`src/rtl/matrix_frame_capture.sv`:
```
// -----------------------------------------------------------------------------
// matrix_frame_capture
//
// Receive-side monitor for the 8x8 RGB matrix driver. Watches the driver's
// 74HC595-style serial pins, rebuilds every latched 24-bit column word and
// stores it in an 8-entry frame buffer. Also reports frame completion and
// flags malformed transfers (wrong bit count, illegal column select).
//
// Optional feature macro:
//   MATRIX_CAPTURE_SYNC_EN - when defined, a two-flop synchronizer sits in
//                            front of the s1 stage on every input, adding two
//                            cycles of latency. Leave undefined for a
//                            same-clock source.
//
// Ports:
//   clk          system clock (same clock as the driver)
//   reset        synchronous reset, active-low
//   DS           serial data
//   SH_CP        shift clock, rising edge shifts in DS
//   ST_CP        storage clock, rising edge latches the column word
//   reset_out    driver's shift-register master reset, active-low
//   col_select   one-hot column enable, sampled with ST_CP
//   rd_col       frame-buffer read address
//   rd_red/green/blue  registered read data for rd_col (1-cycle latency)
//   col_valid    columns written since the last completed frame
//   frame_done   one-cycle pulse when a frame completes
//   frame_count  completed frames, wraps 255->0
//   err_len      sticky: latch with bit count != 24
//   err_col      sticky: latch with col_select not one-hot
//   err_clr      clears both error flags (wins over a same-cycle set)
// -----------------------------------------------------------------------------
module matrix_frame_capture (
    input  logic       clk,
    input  logic       reset,
    input  logic       DS,
    input  logic       SH_CP,
    input  logic       ST_CP,
    input  logic       reset_out,
    input  logic [7:0] col_select,
    input  logic [2:0] rd_col,
    input  logic       err_clr,
    output logic [7:0] rd_red,
    output logic [7:0] rd_green,
    output logic [7:0] rd_blue,
    output logic [7:0] col_valid,
    output logic       frame_done,
    output logic [7:0] frame_count,
    output logic       err_len,
    output logic       err_col
);

    localparam int          PIN_W    = 12;
    localparam logic [4:0]  WORD_LEN = 5'd24;

    // ------------------------------------------------------------------
    // Helper functions
    // ------------------------------------------------------------------
    function automatic logic is_onehot(input logic [7:0] v);
        return (v != 8'h00) && ((v & (v - 8'h01)) == 8'h00);
    endfunction

    function automatic logic [2:0] onehot_index(input logic [7:0] v);
        logic [2:0] idx;
        idx = 3'd0;
        for (int i = 0; i < 8; i++) begin
            if (v[i]) idx = 3'(i);
        end
        return idx;
    endfunction

    // Bit counter saturates at 31 so long bursts cannot wrap back to 24.
    function automatic logic [4:0] cnt_sat_inc(input logic [4:0] c);
        return (c == 5'd31) ? c : c + 5'd1;
    endfunction

    // ------------------------------------------------------------------
    // Input capture
    // ------------------------------------------------------------------
    logic [PIN_W-1:0] pins_raw;
    logic [PIN_W-1:0] pins_in;

    assign pins_raw = {DS, SH_CP, ST_CP, reset_out, col_select};

`ifdef MATRIX_CAPTURE_SYNC_EN
    logic [PIN_W-1:0] meta_q;
    logic [PIN_W-1:0] sync_q;

    always_ff @(posedge clk) begin
        if (!reset) begin
            meta_q <= '0;
            sync_q <= '0;
        end else begin
            meta_q <= pins_raw;
            sync_q <= meta_q;
        end
    end

    assign pins_in = sync_q;
`else
    assign pins_in = pins_raw;
`endif

    logic [PIN_W-1:0] s1_q;
    logic [1:0]       s2_q;     // only the two clocks need a second stage for edge detect

    logic       ds_s1;
    logic       sh_s1;
    logic       st_s1;
    logic       rstout_s1;
    logic [7:0] col_s1;
    logic       sh_rise;
    logic       st_rise;

    assign ds_s1     = s1_q[11];
    assign sh_s1     = s1_q[10];
    assign st_s1     = s1_q[9];
    assign rstout_s1 = s1_q[8];
    assign col_s1    = s1_q[7:0];
    assign sh_rise   = sh_s1 & ~s2_q[1];
    assign st_rise   = st_s1 & ~s2_q[0];

    // ------------------------------------------------------------------
    // State
    // ------------------------------------------------------------------
    logic [23:0] sr_q,        sr_d;
    logic [4:0]  bit_cnt_q,   bit_cnt_d;
    logic [23:0] fb_q [8];
    logic [23:0] fb_d [8];
    logic [7:0]  col_valid_q, col_valid_d;
    logic        frame_done_q, frame_done_d;
    logic [7:0]  frame_count_q, frame_count_d;
    logic        err_len_q,   err_len_d;
    logic        err_col_q,   err_col_d;
    logic [23:0] rd_q,        rd_d;

    logic        err_len_set;
    logic        err_col_set;
    logic [7:0]  valid_next;

    always_comb begin
        sr_d          = sr_q;
        bit_cnt_d     = bit_cnt_q;
        fb_d          = fb_q;
        col_valid_d   = col_valid_q;
        frame_done_d  = 1'b0;
        frame_count_d = frame_count_q;
        err_len_set   = 1'b0;
        err_col_set   = 1'b0;
        valid_next    = col_valid_q;

        if (!rstout_s1) begin
            // Driver is holding its shift register in reset: drop partial
            // bits and ignore both clocks; stored frame data is kept.
            sr_d      = 24'd0;
            bit_cnt_d = 5'd0;
        end else begin
            if (sh_rise) begin
                sr_d      = {sr_q[22:0], ds_s1};
                bit_cnt_d = cnt_sat_inc(bit_cnt_q);
            end

            // Latch uses the pre-shift sr/bit_cnt, like the 74HC595 when
            // both clocks rise together.
            if (st_rise) begin
                bit_cnt_d = sh_rise ? 5'd1 : 5'd0;
                if (bit_cnt_q != WORD_LEN) err_len_set = 1'b1;

                if (is_onehot(col_s1)) begin
                    fb_d[onehot_index(col_s1)] = sr_q;
                    valid_next = col_valid_q | col_s1;
                    if (valid_next == 8'hFF) begin
                        col_valid_d   = 8'h00;
                        frame_done_d  = 1'b1;
                        frame_count_d = frame_count_q + 8'd1;
                    end else begin
                        col_valid_d   = valid_next;
                    end
                end else begin
                    err_col_set = 1'b1;
                end
            end
        end

        err_len_d = err_clr ? 1'b0 : (err_len_q | err_len_set);
        err_col_d = err_clr ? 1'b0 : (err_col_q | err_col_set);

        rd_d = fb_q[rd_col];
    end

    always_ff @(posedge clk) begin
        if (!reset) begin
            s1_q          <= '0;
            s2_q          <= '0;
            sr_q          <= '0;
            bit_cnt_q     <= '0;
            fb_q          <= '{default: '0};
            col_valid_q   <= '0;
            frame_done_q  <= 1'b0;
            frame_count_q <= '0;
            err_len_q     <= 1'b0;
            err_col_q     <= 1'b0;
            rd_q          <= '0;
        end else begin
            s1_q          <= pins_in;
            s2_q          <= {sh_s1, st_s1};
            sr_q          <= sr_d;
            bit_cnt_q     <= bit_cnt_d;
            fb_q          <= fb_d;
            col_valid_q   <= col_valid_d;
            frame_done_q  <= frame_done_d;
            frame_count_q <= frame_count_d;
            err_len_q     <= err_len_d;
            err_col_q     <= err_col_d;
            rd_q          <= rd_d;
        end
    end

    assign rd_red      = rd_q[23:16];
    assign rd_green    = rd_q[15:8];
    assign rd_blue     = rd_q[7:0];
    assign col_valid   = col_valid_q;
    assign frame_done  = frame_done_q;
    assign frame_count = frame_count_q;
    assign err_len     = err_len_q;
    assign err_col     = err_col_q;

endmodule
```
`config.mk`:
```
export PLATFORM = sky130hd
export DESIGN_NAME = matrix_frame_capture
export DESIGN_NICKNAME = d
export VERILOG_FILES = /design/src/rtl/matrix_frame_capture.sv
export SDC_FILE = /design/constraint.sdc
export NUM_CORES = 1
export LEC_CHECK = 0
export CAP_MARGIN = 20
export CORE_MARGIN = 2
export CORE_UTILIZATION = 60
export CTS_CLUSTER_DIAMETER = 30
export CTS_CLUSTER_SIZE = 28
export DETAILED_ROUTE_END_ITERATION = 8
export HOLD_SLACK_MARGIN = 0.15
export PLACE_DENSITY = 0.84
export SYNTH_ARGS = -nofsm -noshare
export SYNTH_HDL_FRONTEND = slang
export SYNTH_SLANG_ARGS = --single-unit
export TNS_END_PERCENT = 10
```
`constraint.sdc`:
```
create_clock -name clk -period 3.65 [get_ports clk]
set_clock_uncertainty 0.15 [all_clocks]
set_input_delay 0.73 -clock clk [delete_from_list [all_inputs] [get_ports clk]]
set_output_delay 0.73 -clock clk [all_outputs]
set_load 0.05 [all_outputs]
```
# Yosys cells after proc, flatten, opt, wreduce, memory -nomap -nowiden
# Index checks and enable logic that the tools add are counted.
# word_totals
regBits	278
output_inout_bits	43
elab_cells	78
in_bits	18
# classes
mux	28
n_addsub	3
order_cmp	3
reduce_logical	11
bitwise	11
n_eq_ne	4
# op_table
cell	count
$bwmux 192	1
$bmux 24 s3	1
$demux 24 s3	1
$mux 24	3
$mux 3	9
$mux 5	3
$mux 1	9
$add 8x1->8 const B	1
$and 8x8->8	1
$eq 8x8->1 const B	1
$ge 4x4->1 const B	2
$logic_not 8->1	1
$mux 8	1
$not 3->4	2
$or 8x8->8	1
$reduce_and 4->1	2
$reduce_bool 8->1	1
$sub 8x1->8 const B	1
$add 5x1->5 const B	1
$eq 5x5->1 const B	1
$ne 5x5->1 const B	1
$lt 4x1->1 const B	1
$reduce_and 2->1	2
$not 1->1	3
other kinds (7)	10

# Logic depth before layout (Yosys ltp)
# depth
ltp_word	16
mapped_depth	9
depth_no_buf	7

# Worst setup path after synthesis
# OpenSTA, ideal clock, no wires.
# synth_timing
path_kind	reg-to-reg
from	reg col_valid_q[5], in the netlist col_valid[5]
to	reg frame_count_q[4], in the netlist frame_count[4]
setup_ps	70
required_time_ps	3430
setup_slack_ps	1342
stages_incl_launch_ff	6
t_arrival_ps	2088
path_buffers	0
period_less_slack_ps	2308
cell_sequence	dfxtp_1 o22ai_1 nor4_2 o2111ai_4 or4_1 a21oi_1
# synth_via
elab_chain_len	3
# synth_lines
item	line	rtl
from (decl)	129	logic [7:0] col_valid_q, col_valid_d;
from (signal assigned)	209	col_valid_q <= col_valid_d;
$or 8x8->8	170	valid_next = col_valid_q | col_s1;
$eq 8x8->1	171	if (valid_next == 8'hFF) begin
$reduce_and 4->1 (no source line)	-	
to (signal assigned)	211	frame_count_q <= frame_count_d;
to (decl)	131	logic [7:0] frame_count_q, frame_count_d;
# Every way passes these cells.
# A chain may end at the register's enable or synchronous reset.

# Worst setup path in the final report
# layout_timing
from	reg s1_q[3]
to	reg fb_q[72] (netlist name)
# layout_via
elab_chain_len	14
elab_cells_between_ends	21
classes_between	add/sub (1); order compare (2); mux (11); bitwise (2); reduce/logical (5)
# layout_lines
item	line	rtl
from (decl)	103	logic [PIN_W-1:0] s1_q;
from (signal assigned)	204	s1_q <= pins_in;
$mux 3 (5 in series)	66	if (v[i]) idx = 3'(i);
$mux 3	168	if (is_onehot(col_s1)) begin
$mux 3	164	if (st_rise) begin
$mux 3	151	if (!rstout_s1) begin
$not 3->4 (implied by the code)	169	fb_d[onehot_index(col_s1)] = sr_q;
$ge 4x4->1 (implied by the code) or $lt 4x1->1 (tied branches)	169	
$logic_and 1x1->1 (implied by the code)	169	
$mux 24 (implied by the code)	169	
$demux 24 s3	169	
$bwmux 192	169	
to (signal assigned)	196	fb_q <= '{default: '0};
to (signal assigned)	208	fb_q <= fb_d;
to (decl)	127	logic [23:0] fb_q [8];
# Parallel ways exist; a longest one is shown, timed or not. The select of a mux whose other input is x is not followed.

==> results.cfg <==
[final_layout]
drive_above_1_share_pct = 13.94
syn_to_final_growth_pct = 20.61
mostFrequentLayoutCell = dfxtp_1
layout_common_cells = 278 x dfxtp_1, 199 x o21ai_0, 195 x nand3_1, 84 x nand2_1, 57 x clkdlybuf4s50_1
design_area_sq_um = 12780
nNetsFinal = 1146
nFillCells = 1118
num_antenna_cells = 0

[timing]
max-slew-margin-rel_pct = 33.45
whs_ps = 318.1
slew_viol_final = 0
clock.fmax_mhz = 316.9
finalCritPeriodShare_pct = 86.45
setup_tns_ps = 0
final_hold_viol_count = 0
finalSetupViolCount = 0
worst-slew-pin-transition_ps = 998.2
layout_min_cycle_time_ps = 3156
rsz0062_at_grt = no

[clock_tree]
holdBufCountCts = 0
clk_pin_slew_ps = 60
clkLatencyLatePin_ps = 520
post-cts-setup-buffers = 0
cts_htree_levels = 2
cts_tree = built
cts-root-buf = clkbuf_16
clkSinkCount = 278
cts_made_buffers = 42
cts_resized = 0
clock_path_buffers = 3

[global_route]
grt_overflow = 0
antenna_found_initial = 0
grt_usage_pct = 27.47
grt_pass1_wl_mm = 41.10
grt_pass1_vias = 8318
grt_max_degree = 83

[floorplan]
die-area_sq_um = 18730
rows = 48
fp.coreArea_sq_um = 17300
dieWidth_um = 136.9
die_y_um = 136.9
initial_core_util_pct = 61.24
io_pins = 61

[job]
maxCapViolations = 0

[synthesis]
synth_top_area_share_pct = 52.54
syn_inst = 1092
syn_avg_cell_area_sq_um = 9.700
async_flop_share_pct = 0
yosysTopAreaCell = dfxtp_1
synth.yosys.seq_area_share_pct = 52.54
ys_ff_latch = 278
synthesis.area_sq_um = 10590
yosys_warnings = 0
synth_cell_type_count = 53
synthTopCellsByArea = dfxtp_1 53%, mux4_2 10%, o21ai_0 9.4%
synth_ff_type = dfxtp_1
syn_nets = 1114
synth_edf_count = 0

[worst_setup_path]
cpMostUsedCell = o21ai_0
slowest_stage = nor3_1
critPathLaunchType = flop
cp.required_ps = 3900
crit_family = simple AND/OR/NAND/NOR gates
crit_cells = 7
worstSetupPathType = reg -> reg
critPathBufInv = 1
cp-end-kind = flop
reg2regPathDepth = 7
cp_slowest_stage_delay_ps = 560
arrival_ps = 3410
cp_max_fo = 28
crit_chain = a211oi_1 > o21ai_0 > nor3_1 > nand3_2 > buf_4 > nand3_1 > o21ai_0

[pwr]
p_total_uw = 7336
vdd_drop_max_uv = 374.4
power.leakage_uw = 0.004407
p_per_area_nw_per_um2 = 574.2

[detailed_routing]
drcViolationCount = 0
ant_nets = 0
wl_per_cell_um = 18.60
routed_wl_mm = 25.66
vias = 8511
first_pass_iters = 5
viasPerCell = 6.167
drt_first_iter_violations = 829

[min_path]
hold_depth = 2
min_path_type = reg -> reg

[placed_design]
placement.io_buffers = 60
hpwl_mm = 13.63
place.gp.congestion = 0.8229
placed_area_sq_um = 11300

[status]
status = finished clean
==> report_power, final <==
part	leakage [uW]	internal (uW)	switching, uW
Sequential	0.00224	3050	16.2
Combinational	0.00147	73.2	140
Clock	0.000696	2560	1500
Total	0.00441	5680	1660
==> worst register-to-register path, cell delays in order (launching register included) <==
cell and delay (ps):
dfxtp_1 470, a211oi_1 390, o21ai_0 220, nor3_1 560, nand3_2 530, buf_4 440, nand3_1 160, o21ai_0 110
==> final timing paths <==
path | startpoint | slack, ps | end
min reg2reg | fb_q[4]$_SDFFE_PN0P_ | 320 | fb_q[4]$_SDFFE_PN0P_
max reg2reg | s1_q[3]$_SDFF_PN0_ | 490 | fb_q[72]$_SDFFE_PN0P_
max | s1_q[3]$_SDFF_PN0_ | 490 | fb_q[72]$_SDFFE_PN0P_
min | fb_q[4]$_SDFFE_PN0P_ | 320 | fb_q[4]$_SDFFE_PN0P_
==> sequential cells by signal (all words and copies together), names as in the netlist <==
register,count
fb_q,192
rd_q,24
sr_q,24
s1_q,12
col_valid,8
frame_count,8
bit_cnt_q,5
s2_q,2
err_col,1
err_len,1
frame_done,1
==> cell type report <==
cell class | count | area, sq um | share of cell area, %
tap | 225 | 281.5 | 2.204
sequential | 278 | 5565 | 43.56
multi-input combinational | 708 | 4628 | 36.23
clock inverter | 29 | 359.1 | 2.811
timing repair buffer | 81 | 807.0 | 6.317
inverter | 13 | 48.80 | 0.3819
clock buffer | 46 | 1086 | 8.501
==> through the flow <==
step | setup WS [ps] | cells | util (%)
finish | 494.5 | 1380 | 73.86
global route | 379.9 | 1380 | 73.86
CTS | 652.5 | 1379 | 73.71
detailed placement | 723.3 | 1304 | 65.35
global placement | 924.9 | 1304 | 65.35
floorplan | 1342 | 1092 | -
==> routing by layer <==
metal / up-vias / GRT usage (%) / wire [um]
li1: 3998 / - / -
met3: 61 / 4.852 / 1560
met5: - / 0 / 0
met4: 0 / 11.63 / 719
met1: 4150 / 34.02 / 10230
met2: 302 / 47.36 / 13160
==> synth_stat cells (2+ instances only) <==
cell type	instances
dfxtp_1	278
and4_1	2
nand2_1	84
nor3_1	2
nor2b_1	3
and2_1	15
o22ai_1	4
a21oi_1	45
buf_2	11
and3_1	2
mux2i_1	24
nor2_1	38
or3_2	2
xor2_1	2
mux4_2	48
xnor2_1	2
a211oi_1	2
o21a_1	2
clkbuf_1	55
o21ai_0	200
nand4_1	2
nand3_1	196
nand2b_1	4
o211ai_1	3
inv_1	13
ha_1	4
buf_1	23
==> cell families (layout without fill, tap and decap cells) <==
| logic type | after synthesis | count (layout) | synth area share (%) |
|---|---|---|---|
| XOR/XNOR | 4 | 4 | 0.3308 |
| multiplexers | 72 | 72 | 12.47 |
| flip-flops | 278 | 278 | 52.54 |
| adder cells (fa/ha/maj) | 4 | 4 | 0.4725 |
| AND/OR/NAND/NOR | 360 | 360 | 16.48 |
| AO/OA/AOI/OAI | 268 | 268 | 13.62 |
| buffers and inverters | 106 | 169 | 4.087 |
No activity file was read; power rests on OpenSTA's default activity.
